File: config.mk
export PLATFORM = sky130hd
export DESIGN_NAME = btn_conditioner
export DESIGN_NICKNAME = d
export VERILOG_FILES = /design/src/rtl/btn_pkg.sv /design/src/rtl/btn_debounce_1b.sv /design/src/rtl/btn_conditioner.sv
export SDC_FILE = /design/constraint.sdc
export NUM_CORES = 1
export LEC_CHECK = 0
export CORE_ASPECT_RATIO = 0.75
export CORE_MARGIN = 2
export CORE_UTILIZATION = 63
export DETAILED_ROUTE_END_ITERATION = 16
export GPL_TIMING_DRIVEN = 1
export HOLD_SLACK_MARGIN = 0.06
export PLACE_DENSITY = 0.81
export SYNTH_ARGS = -nofsm -noshare
export SYNTH_HDL_FRONTEND = slang
export SYNTH_SLANG_ARGS = --single-unit
File: constraint.sdc
create_clock -name clk -period 4 [get_ports clk]
set_input_delay 0.8 -clock clk [delete_from_list [all_inputs] [get_ports clk]]
set_output_delay 0.8 -clock clk [all_outputs]
set_load 0.01 [all_outputs]
File: src/rtl/btn_pkg.sv
// btn_pkg: shared button indices, button count and auto-repeat FSM states
package btn_pkg;
  localparam int N_BTN = 5;
  localparam int BTN_C = 0;
  localparam int BTN_U = 1;
  localparam int BTN_D = 2;
  localparam int BTN_R = 3;
  localparam int BTN_L = 4;
  typedef enum logic [1:0] {IDLE, WAIT, RPT} rpt_state_e;
endpackage

File: src/rtl/btn_debounce_1b.sv
// btn_debounce_1b: one button; 2-flop sync, debounce, press/release edges, auto-repeat (in: clk, rst, btn_raw; out: btn_level, btn_press, btn_release, btn_repeat)
module btn_debounce_1b
  import btn_pkg::*;
#(
  parameter int DEBOUNCE_CYCLES = 1000000,
  parameter int REPEAT_DELAY    = 50000000,
  parameter int REPEAT_RATE     = 10000000
) (
  input  logic clk,
  input  logic rst,
  input  logic btn_raw,
  output logic btn_level,
  output logic btn_press,
  output logic btn_release,
  output logic btn_repeat
);
  localparam int DW   = DEBOUNCE_CYCLES > 1 ? $clog2(DEBOUNCE_CYCLES) : 1;
  localparam int RMAX = REPEAT_DELAY > REPEAT_RATE ? REPEAT_DELAY : REPEAT_RATE;
  localparam int RW   = $clog2(RMAX + 1);
  logic          meta_q, sync_q, stable_q, stable_d, prev_q, rpt_q, rpt_d;
  logic [DW-1:0] dcnt_q, dcnt_d;
  logic [RW-1:0] rcnt_q, rcnt_d;
  rpt_state_e    st_q, st_d;
  assign btn_level   = stable_q;
  assign btn_press   = stable_q & ~prev_q;
  assign btn_release = ~stable_q & prev_q;
  assign btn_repeat  = rpt_q;
  always_comb begin
    stable_d = stable_q;
    dcnt_d   = '0;
    if (sync_q != stable_q) begin
      if (dcnt_q == DW'(DEBOUNCE_CYCLES - 1)) stable_d = sync_q;
      else dcnt_d = dcnt_q + 1'b1;
    end
    st_d   = st_q;
    rcnt_d = rcnt_q + 1'b1;
    if (!stable_q) begin
      st_d   = IDLE;
      rcnt_d = '0;
    end else begin
      unique case (st_q)
        IDLE: begin
          st_d   = (btn_press && REPEAT_DELAY != 0) ? WAIT : IDLE;
          rcnt_d = (btn_press && REPEAT_DELAY != 0) ? RW'(1) : '0;
        end
        WAIT: begin
          st_d   = (rcnt_q == RW'(REPEAT_DELAY)) ? RPT : WAIT;
          rcnt_d = (rcnt_q == RW'(REPEAT_DELAY)) ? RW'(1) : rcnt_q + 1'b1;
        end
        RPT:     rcnt_d = (rcnt_q == RW'(REPEAT_RATE)) ? RW'(1) : rcnt_q + 1'b1;
        default: st_d = IDLE;
      endcase
    end
    // Look one cycle ahead so the repeat strobe leaves a flop yet lands in the
    // cycle whose state/count hit the target, and never while the level is low.
    rpt_d = stable_d && ((st_d == WAIT && rcnt_d == RW'(REPEAT_DELAY)) ||
                         (st_d == RPT  && rcnt_d == RW'(REPEAT_RATE)));
  end
  always_ff @(posedge clk) begin
    if (rst) begin
      meta_q   <= 1'b0;
      sync_q   <= 1'b0;
      stable_q <= 1'b0;
      prev_q   <= 1'b0;
      dcnt_q   <= '0;
      rcnt_q   <= '0;
      st_q     <= IDLE;
      rpt_q    <= 1'b0;
    end else begin
      meta_q   <= btn_raw;
      sync_q   <= meta_q;
      stable_q <= stable_d;
      prev_q   <= stable_q;
      dcnt_q   <= dcnt_d;
      rcnt_q   <= rcnt_d;
      st_q     <= st_d;
      rpt_q    <= rpt_d;
    end
  end
endmodule

File: src/rtl/btn_conditioner.sv
// btn_conditioner: per-button sync/debounce with level, press, release and repeat strobes (in: clk, rst, btn_raw; out: btn_level, btn_press, btn_release, btn_repeat)
module btn_conditioner #(
  parameter int N_BTN           = btn_pkg::N_BTN,
  parameter int DEBOUNCE_CYCLES = 1000000,
  parameter int REPEAT_DELAY    = 50000000,
  parameter int REPEAT_RATE     = 10000000
) (
  input  logic             clk,
  input  logic             rst,
  input  logic [N_BTN-1:0] btn_raw,
  output logic [N_BTN-1:0] btn_level,
  output logic [N_BTN-1:0] btn_press,
  output logic [N_BTN-1:0] btn_release,
  output logic [N_BTN-1:0] btn_repeat
);
  for (genvar i = 0; i < N_BTN; i++) begin : g_btn
    btn_debounce_1b #(
      .DEBOUNCE_CYCLES(DEBOUNCE_CYCLES),
      .REPEAT_DELAY   (REPEAT_DELAY),
      .REPEAT_RATE    (REPEAT_RATE)
    ) u_btn (
      .clk        (clk),
      .rst        (rst),
      .btn_raw    (btn_raw[i]),
      .btn_level  (btn_level[i]),
      .btn_press  (btn_press[i]),
      .btn_release(btn_release[i]),
      .btn_repeat (btn_repeat[i])
    );
  end
endmodule

==> impl_metrics.tcl <==
set metrics [dict create \
    end_kind "flip-flop" \
    cts_tree "yes" \
    timing_hold_violations_final 0 \
    ys_warn_count 0 \
    critPathArrivalTime_ns 3.61 \
    required_ns 4.41 \
    globalRouteOverflowTotal 0 \
    final_cell_area_mm2 0.0147 \
    placed_cell_area_mm2 0.0137 \
    netlist_area_mm2 0.0135 \
    dp_hpwl_um 20200 \
    fin_crit_sh 0.800 \
    via_count 11300 \
    avgRoutedWirePerCell_um 15.3 \
    synth_top_family_by_area "simple AND/OR/NAND/NOR gates" \
    async_flop_share 0 \
    synth.area.top_cells "dfxtp_1 39%, nor2_1 8.1%, xor2_1 6.9%" \
    path_clk_slew_ns 0.06 \
    ys_seq_elements 265 \
    drv_cap 0 \
    clockBufferDepth 3 \
    synth_edf_count 0 \
    power_leakage_nw 4.53 \
    fin_nets 1637 \
    diodes 0 \
    syn-instance-count 1651 \
    cp_max_fo 7 \
    rows 46 \
    cts_num_sinks 265 \
    cts_inserted_buffers 26 \
    max_slew_margin 0.480 \
    antenna_found_initial 0 \
    htreeDepth 1 \
    cts-resized-gates 0 \
    muxShareOfSynthArea 0.00887 \
    synth_compound_area_frac 0.0621 \
    viasPerCell 5.90 \
    synth.distinct_cells 74 \
    die_area_mm2 0.0227 \
    drive_gt1_frac 0.0399 \
    min_path_type "reg2reg" \
    globalplace.congestion 0.940 \
    die_x_um 173 \
    yosysTopAreaCell "dfxtp_1" \
    final_cell_mix "293 x nor2_1, 265 x dfxtp_1, 107 x xor2_1" \
    start_util 0.641 \
    post_cts_buffers 0 \
    grt_start_max_net_pins 31 \
    powerDensity_mw_per_mm2 361 \
    worst_pin_slew_ns 0.779 \
    synth_top_area_frac 0.392 \
    yosys.area_share.simple 0.338 \
    drv_slew 0 \
    finalCriticalPeriod_ns 3.20 \
    core_area_mm2 0.0211 \
    synthesis.nets 1673 \
    drc 0 \
    final-setup-viol-count 0 \
    rsz0062_at_grt "no" \
    port_buffers 26 \
    final_common_cell "nor2_1" \
    grt_pass1_wl_um 49300 \
    path_class "reg2reg" \
    grt_pass1_vias 10100 \
    area_growth_pct 8.25 \
    ff2ff_setup_slack_ns 0.80 \
    synth-xor-area-share 0.138 \
    seq_area_frac_synth 0.392 \
    ant_nets 0 \
    cts_root_buf "clkbuf_16" \
    boundaryPins 27 \
    fin_worst_skew_ns 0.00950 \
    ctsHoldBuffers 0 \
    clkLatencyLatePin_ns 0.53 \
    die_y_um 131 \
    drt_wl_total_um 29300 \
    grt_usage 0.255 \
    timing.setup.tns_ns 0 \
    synthFlopType "dfxtp_1" \
    first_iter_violations 1135 \
    status "completed" \
    drtPass1Iterations 6 \
    syn_avg_cell_area_um2 8.21 \
    fmax_mhz 313 \
    start_kind "flip-flop" \
    ir_drop_mv 0.331 \
    synth_adder_area_share 0.0146 \
]
==> power breakdown <==
part           leakage (nW)  total [W]  switching, W  internal (W)
Sequential             2.14    0.00265    0.00000374       0.00264
Clock                 0.449    0.00262       0.00100       0.00162
Combinational          1.94  0.0000297     0.0000178     0.0000119
Total                  4.53    0.00530       0.00103       0.00428
==> worst max-delay path, stage by stage (launching register included) <==
cell and delay, ns:
dfxtp_1 0.42, ha_1 0.32, nand4_1 0.28, nor4_1 0.65, a31oi_1 0.15, o21ai_0 0.33, nand3_1 0.14, or4_1 0.41
a2111oi_0 0.39
==> metal layers <==
layer | part of all wire | vias to the layer above | GRT usage
met5 | 0 | - | 0
met1 | 0.49 | 5282 | 0.370
met2 | 0.43 | 345 | 0.403
met4 | 0.018 | 0 | 0.0563
met3 | 0.058 | 42 | 0.0394
li1 | - | 5653 | -
==> layout make-up <==
cell class,count,area [um^2]
Inverter,43,161
Multi-Input combinational cell,1246,7610
Clock buffer,35,746
Clock inverter,9,173
Sequential cell,265,5310
Fill cell,1713,6460
Tap cell,288,360
Timing Repair Buffer,33,313
==> synthesized netlist by cell type, drive strengths merged (15+ instances only) <==
| cell | instances |
|---|---|
| nor4 | 35 |
| dfxtp | 265 |
| and3 | 50 |
| nor2 | 293 |
| or3 | 24 |
| nand2 | 105 |
| clkbuf | 66 |
| o21ai | 36 |
| nor3 | 46 |
| or4 | 16 |
| buf | 31 |
| a21oi | 23 |
| nor4b | 15 |
| nor2b | 34 |
| nand4 | 72 |
| and4 | 22 |
| ha | 15 |
| inv | 43 |
| xor2 | 107 |
| xnor2 | 106 |
| nand3 | 101 |
==> metrics by stage <==
stage	util	hold WS (ns)	instances	setup slack (ns)	total power, W
after global placement	0.651	0.423	1875	0.646	0.00274
after detailed placement	0.651	0.422	1875	0.652	0.00274
final	0.694	0.434	1919	0.800	0.00530
after floorplan	-	0.414	1651	1.17	0.00272
after CTS	0.694	0.433	1919	0.832	0.00535
after global routing	0.694	0.457	1919	0.552	0.00545
==> state kept, by name, summed over array words and instances (netlist names) <==
register / count
g_btn.u_btn.sync_q: 5
g_btn.u_btn.btn_repeat: 5
g_btn.u_btn.rcnt_q: 130
g_btn.u_btn.meta_q: 5
g_btn.u_btn.st_q: 10
g_btn.u_btn.dcnt_q: 100
g_btn.u_btn.btn_level: 5
g_btn.u_btn.prev_q: 5
==> kinds of logic (layout without fill, tap and decap cells) <==
| group | Yosys count | count (layout) |
|---|---|---|
| buffers and inverters | 140 | 120 |
| and+or+nand+nor | 879 | 879 |
| muxes | 12 | 12 |
| AOI/OAI and AO/OA | 126 | 126 |
| xor gates and xnor gates | 213 | 213 |
| DFF | 265 | 265 |
| adders and majority gates | 16 | 16 |
==> final timing paths <==
kind | from | depth (start not counted) | end
setup / recovery | g_btn[3].u_btn.rcnt_q[0] | 8 | g_btn[3].u_btn.btn_repeat
hold / removal | g_btn[3].u_btn.meta_q | 1 | g_btn[3].u_btn.sync_q
setup reg to reg | g_btn[3].u_btn.rcnt_q[0] | 8 | g_btn[3].u_btn.btn_repeat
hold reg to reg | g_btn[3].u_btn.meta_q | 1 | g_btn[3].u_btn.sync_q
No activity file was read; power rests on OpenSTA's default activity.
